### config.mk
export PLATFORM = sky130hd
export DESIGN_NAME = bubble_sort_ctrl
export DESIGN_NICKNAME = d
export VERILOG_FILES = /design/src/rtl/bubble_sort_ctrl.sv
export SDC_FILE = /design/constraint.sdc
export NUM_CORES = 1
export LEC_CHECK = 0
export ABC_AREA = 0
export CORE_MARGIN = 4
export CORE_UTILIZATION = 50
export CTS_CLUSTER_SIZE = 40
export DETAILED_ROUTE_END_ITERATION = 7
export PLACE_DENSITY = 0.73
export SLEW_MARGIN = 30
export SYNTH_ARGS = -nofsm -noshare
export SYNTH_HDL_FRONTEND = slang
export SYNTH_SLANG_ARGS = --single-unit
export TNS_END_PERCENT = 100
### constraint.sdc
create_clock -name clk -period 5.08 [get_ports clk]
set_input_delay 0.762 -clock clk [delete_from_list [all_inputs] [get_ports clk]]
set_output_delay 0.762 -clock clk [all_outputs]
set_load 0.03 [all_outputs]
### src/rtl/bubble_sort_ctrl.sv
//==============================================================================
// Module   : bubble_sort_ctrl
// Brief    : In-place ascending bubble sort of a single-port RAM, early exit.
// Revision : 1.0
//==============================================================================
`default_nettype none

module bubble_sort_ctrl #(
    parameter int DATA_WIDTH = 8,
    parameter int ADDR_WIDTH = 4,
    parameter int N          = 8,
    parameter int CNT_WIDTH  = 16
) (
    input  logic                  clk,
    input  logic                  rst_n,
    input  logic                  start,
    output logic                  ram_we,
    output logic [ADDR_WIDTH-1:0] ram_addr,
    output logic [DATA_WIDTH-1:0] ram_din,
    input  logic [DATA_WIDTH-1:0] ram_dout,
    output logic                  busy,
    output logic                  done,
    output logic [CNT_WIDTH-1:0]  swap_count
);

    // One spare bit so j+1 never aliases when N fills the whole address space
    localparam int IW = ADDR_WIDTH + 1;

    localparam logic [IW-1:0] c_N       = IW'(N);
    localparam logic [IW-1:0] c_LAST    = c_N - IW'(1);
    localparam logic          c_TRIVIAL = (N < 2);

    localparam logic [2:0] c_IDLE  = 3'd0;
    localparam logic [2:0] c_RD_A  = 3'd1;
    localparam logic [2:0] c_RD_B  = 3'd2;
    localparam logic [2:0] c_CMP   = 3'd3;
    localparam logic [2:0] c_WR_HI = 3'd4;
    localparam logic [2:0] c_WR_LO = 3'd5;
    localparam logic [2:0] c_NEXT  = 3'd6;
    localparam logic [2:0] c_DONE  = 3'd7;

    logic [2:0]            state_q, state_d;
    logic [IW-1:0]         i_q, i_d;
    logic [IW-1:0]         j_q, j_d;
    logic [DATA_WIDTH-1:0] a_q, a_d;
    logic [DATA_WIDTH-1:0] b_q, b_d;
    logic                  swapped_q, swapped_d;
    logic [CNT_WIDTH-1:0]  swap_count_q, swap_count_d;

    logic [IW-1:0]         w_j1;
    logic [ADDR_WIDTH-1:0] w_addr_j;
    logic [ADDR_WIDTH-1:0] w_addr_j1;

    assign w_j1      = j_q + IW'(1);
    assign w_addr_j  = j_q[ADDR_WIDTH-1:0];
    assign w_addr_j1 = w_j1[ADDR_WIDTH-1:0];

    always_comb begin
        state_d      = state_q;
        i_d          = i_q;
        j_d          = j_q;
        a_d          = a_q;
        b_d          = b_q;
        swapped_d    = swapped_q;
        swap_count_d = swap_count_q;
        case (state_q)
            c_IDLE: begin
                if (start) begin
                    swap_count_d = '0;
                    i_d          = '0;
                    j_d          = '0;
                    swapped_d    = 1'b0;
                    state_d      = c_TRIVIAL ? c_DONE : c_RD_A;
                end
            end
            c_RD_A: begin
                a_d     = ram_dout;
                state_d = c_RD_B;
            end
            c_RD_B: begin
                b_d     = ram_dout;
                state_d = c_CMP;
            end
            c_CMP: begin
                if (a_q > b_q) begin
                    swap_count_d = swap_count_q + CNT_WIDTH'(1);
                    swapped_d    = 1'b1;
                    state_d      = c_WR_HI;
                end else begin
                    state_d = c_NEXT;
                end
            end
            c_WR_HI: state_d = c_WR_LO;
            c_WR_LO: state_d = c_NEXT;
            c_NEXT: begin
                if (w_j1 < (c_LAST - i_q)) begin
                    j_d     = w_j1;
                    state_d = c_RD_A;
                end else if (!swapped_q || ((i_q + IW'(1)) == c_LAST)) begin
                    state_d = c_DONE;
                end else begin
                    i_d       = i_q + IW'(1);
                    j_d       = '0;
                    swapped_d = 1'b0;
                    state_d   = c_RD_A;
                end
            end
            c_DONE:  state_d = c_IDLE;
            default: state_d = c_IDLE;
        endcase
    end

    always_ff @(posedge clk or negedge rst_n) begin
        if (!rst_n) begin
            state_q      <= c_IDLE;
            i_q          <= '0;
            j_q          <= '0;
            a_q          <= '0;
            b_q          <= '0;
            swapped_q    <= 1'b0;
            swap_count_q <= '0;
        end else begin
            state_q      <= state_d;
            i_q          <= i_d;
            j_q          <= j_d;
            a_q          <= a_d;
            b_q          <= b_d;
            swapped_q    <= swapped_d;
            swap_count_q <= swap_count_d;
        end
    end

    // RAM controls decode from registered state only, so reset kills ram_we at once
    always_comb begin
        ram_we   = 1'b0;
        ram_addr = '0;
        ram_din  = '0;
        case (state_q)
            c_RD_A:  ram_addr = w_addr_j;
            c_RD_B:  ram_addr = w_addr_j1;
            c_CMP:   ram_addr = w_addr_j1;
            c_WR_HI: begin
                ram_addr = w_addr_j1;
                ram_din  = a_q;
                ram_we   = 1'b1;
            end
            c_WR_LO: begin
                ram_addr = w_addr_j;
                ram_din  = b_q;
                ram_we   = 1'b1;
            end
            c_NEXT:  ram_addr = w_addr_j;
            default: ram_addr = '0;
        endcase
    end

    assign busy       = (state_q != c_IDLE) && (state_q != c_DONE);
    assign done       = (state_q == c_DONE);
    assign swap_count = swap_count_q;

endmodule

`default_nettype wire

==> summary.txt <==
Die
  – Total die area: 0.00720 mm²
  – Initial Utilization: 52.6%
  – Die extent in y: 84.8 µm
  – Core ar.: 0.00561 mm²
  – Die Width: 84.8 µm
  – I/O pins: 42
  – Row count: 27

Final layout
  – Nets: 383
  – Non-Filler Instances: 429
  – Ant diodes: 0
  – P&R area growth vs syn: 18.7%
  – Layout cells sized above 1: 7.00%

CTS
  – PostCTS Resize Cnt: 0
  – Setup Fix Bufs, Post-CTS: 0
  – Latest clock arrival within the worst-skew pair: 300 ps
  – CTS H-tree depth: 2
  – Clk root buf: clkbuf_8
  – CTS tree: done
  – Clk slew on worst S/H paths: 80 ps
  – Clock Sink Count: 46
  – CTS buffer count: 5
  – Max Root-Sink Buffers: 2
  – CTS Hold Bufs: 0

Route
  – Remaining antenna violation count: 0
  – Final Routed Wirelength: 6430 µm
  – DR iter-0 viols: 143
  – Routed met1 length: 3140 µm
  – Via density: 5.71
  – Wire per inst: 15.0 µm
  – Met3 WL: 179 µm
  – Residual DRC: 0
  – Met2 Wirelength: 3040 µm
  – DR vias: 2448
  – Pre-antenna DRT Iters: 4
  – Max Used Layer: met4

STA
  – Final hold vios: 0
  – Crit path time final: 3390 ps
  – Fin Setup TNS: 0 ps
  – Slew Viols, Final: 0
  – Slew HR: 41.8%
  – Unrepaired setup endpoints after global routing: no
  – Fin Hold WS: 463 ps
  – Final setup viols: 0
  – Final period util: 66.7%
  – Fmax achieved: 295 MHz
  – Least-Margin Pin Slew: 873 ps
  – Clock skew: 6.82 ps

Power
  – Clock Power Share: 14.7%
  – Seq pwr share: 35.2%
  – Leakage: 0.00148 µW
  – Sw Ratio: 44.1%
  – Worst vdd ir: 0.340 mV
  – Total Power: 1830 µW
  – Pwr Density: 523 mW/mm²
  – Cell internal pwr: 1020 µW
  – Net Switching: 807 µW
  – Comb power frac: 50.1%

Place
  – Placer Congestion: 0.789
  – Placed Cells incl. Taps: 421
  – DP HPWL: 4600 µm
  – Port Buffers: 41

Logic synthesis
  – Top cells by area, synth: dfrtp_1 (39%), mux2i_1 (7.5%), ha_1 (6.8%)
  – Share of async-settable or async-resettable flops after synthesis: 100%
  – Register area share after synthesis: 39.0%
  – Mapped Cells: 322
  – Post-Syn Nets: 349
  – Register bit total from synthesis: 46
  – Largest area contributor in the netlist: dfrtp_1
  – Yosys Warn Count: 0
  – Synth top area share: 39.0%
  – Syn Area/Cell: 9.17 µm²
  – Post-synth cell types: 49
  – Ys flop type: dfrtp_1
  – Post-synth EDFFs: 0
  – Netlist Area Pre-Place: 0.00295 mm²

Setup path
  – Critical Path End Type: output pin
  – Kind of critical path: reg2out
  – WP data arrival: 2630 ps
  – Reg2Reg Depth: 8
  – Crit Path Max Fanout: 24
  – Reg2Reg Capture Point: j_q[0]
  – Reg2Reg Setup Slack: 2400 ps
  – RR Startpoint: j_q[0]
  – Crit start category: flip-flop
  – Worst Path Required: 4320 ps

Global routing
  – Vias in the first global route: 2332
  – Gr ovfl total: 0
  – GRT Total Usage: 18.4%
  – Largest net degree at the start of global routing: 47
  – First-pass GRT wire length: 10900 µm
  – Antenna violations before repair: 0

Worst hold path
  – Min-Delay Path Class: in2async

Job
  – Maxcap violations: 0

Run status
  – Status: finished, final reports clean
-- worst max-delay path by stage --
stage	startpoint	depth (start not counted)	to
2_1_floorplan	j_q[2]	5	ram_addr[3]
3_3_place_gp	state_q[0]	5	ram_addr[1]
3_5_place_dp	state_q[0]	5	ram_addr[1]
4_1_cts	state_q[0]	5	ram_addr[1]
5_1_grt	state_q[0]	5	ram_addr[1]
6_report	state_q[0]	5	ram_addr[1]
-- synth_stat cells, types with 2 or more instances --
| cell | count |
|---|---|
| nor2_1 | 18 |
| a22oi_1 | 2 |
| nand4_1 | 7 |
| o21ai_0 | 14 |
| nand2b_1 | 12 |
| o211a_1 | 2 |
| inv_1 | 16 |
| dfrtp_1 | 46 |
| and4_1 | 3 |
| a31oi_1 | 3 |
| nor2b_1 | 5 |
| ha_1 | 16 |
| nor3b_1 | 2 |
| mux2i_1 | 22 |
| a211oi_1 | 4 |
| a21oi_1 | 19 |
| o311ai_0 | 4 |
| o211ai_1 | 5 |
| buf_2 | 4 |
| nor3_1 | 5 |
| clkbuf_1 | 8 |
| buf_1 | 2 |
| and3_1 | 2 |
| a211o_1 | 3 |
| a21o_1 | 2 |
| nand3_1 | 18 |
| a21boi_0 | 2 |
| xnor2_1 | 3 |
| nand3b_1 | 2 |
| nand2_1 | 42 |
| a22o_1 | 4 |
| mux2_2 | 8 |
-- cell usage in the layout, fill, tap and decap left out, types with 7 or more instances in the layout --
master / count
ha_1: 16
clkdlybuf4s50_1: 40
nand2_1: 42
dfrtp_1: 46
mux2i_1: 22
nand2b_1: 12
nor2_1: 18
o21ai_0: 14
mux2_2: 8
inv_1: 16
a21oi_1: 19
nand3_1: 18
nand4_1: 7
-- cell families after synthesis --
family / after synthesis / share of synthesized area (%)
simple gates: 122 / 20.6
compound gates: 72 / 17.1
flops: 46 / 39.0
buf+inv: 31 / 4.24
mux: 31 / 11.0
fa+ha+maj: 16 / 6.78
xor+xnor: 4 / 1.19
-- power by group through the flow --
stage / Combinational, µW / Clock (µW) / Sequential (µW)
final: 916 / 269 / 645
after global routing: 1030 / 292 / 667
after CTS: 921 / 278 / 643
after detailed placement: 916 / 0 / 650
after global placement: 899 / 0 / 643
after floorplan: 703 / 0 / 582
-- flip-flops by register name, summed over array words and instances, names as in the netlist --
signal      cells
swap_count     16
a_q             8
b_q             8
i_q             5
j_q             5
state_q         3
swapped_q       1
-- per-stage QoR --
step / setup slack (ps) / cell area, µm² / util, %
final: 1690 / 3500 / 62.4
after global routing: 1500 / 3500 / 62.4
after CTS: 1660 / 3500 / 62.4
after detailed placement: 2000 / 3390 / 60.5
after global placement: 2060 / 3390 / 60.4
after floorplan: 2770 / 2950 / -
-- worst max-delay path, cell delays in order (launching register included) --
cell,delay [ps]
dfrtp_1,710
nor2b_1,470
nand2_2,210
nand2_1,120
a22o_1,140
clkdlybuf4s50_1,670
-- metal layers --
metal	track usage, %	vias to the layer above
met5	0	-
met4	6.04	0
met3	3.79	7
met2	29.7	29
met1	24.9	1180
li1	-	1232
-- final cells by class --
class,count,area [µm²]
fillers,502,2110
flip-flops and latches,46,1150
well taps,72,90.1
multi-input cells,245,1680
repair buffers,42,415
clock inverters,1,30.0
clock buffers,7,76.3
inverters,16,60.1
No activity file was read; power rests on OpenSTA's default activity.
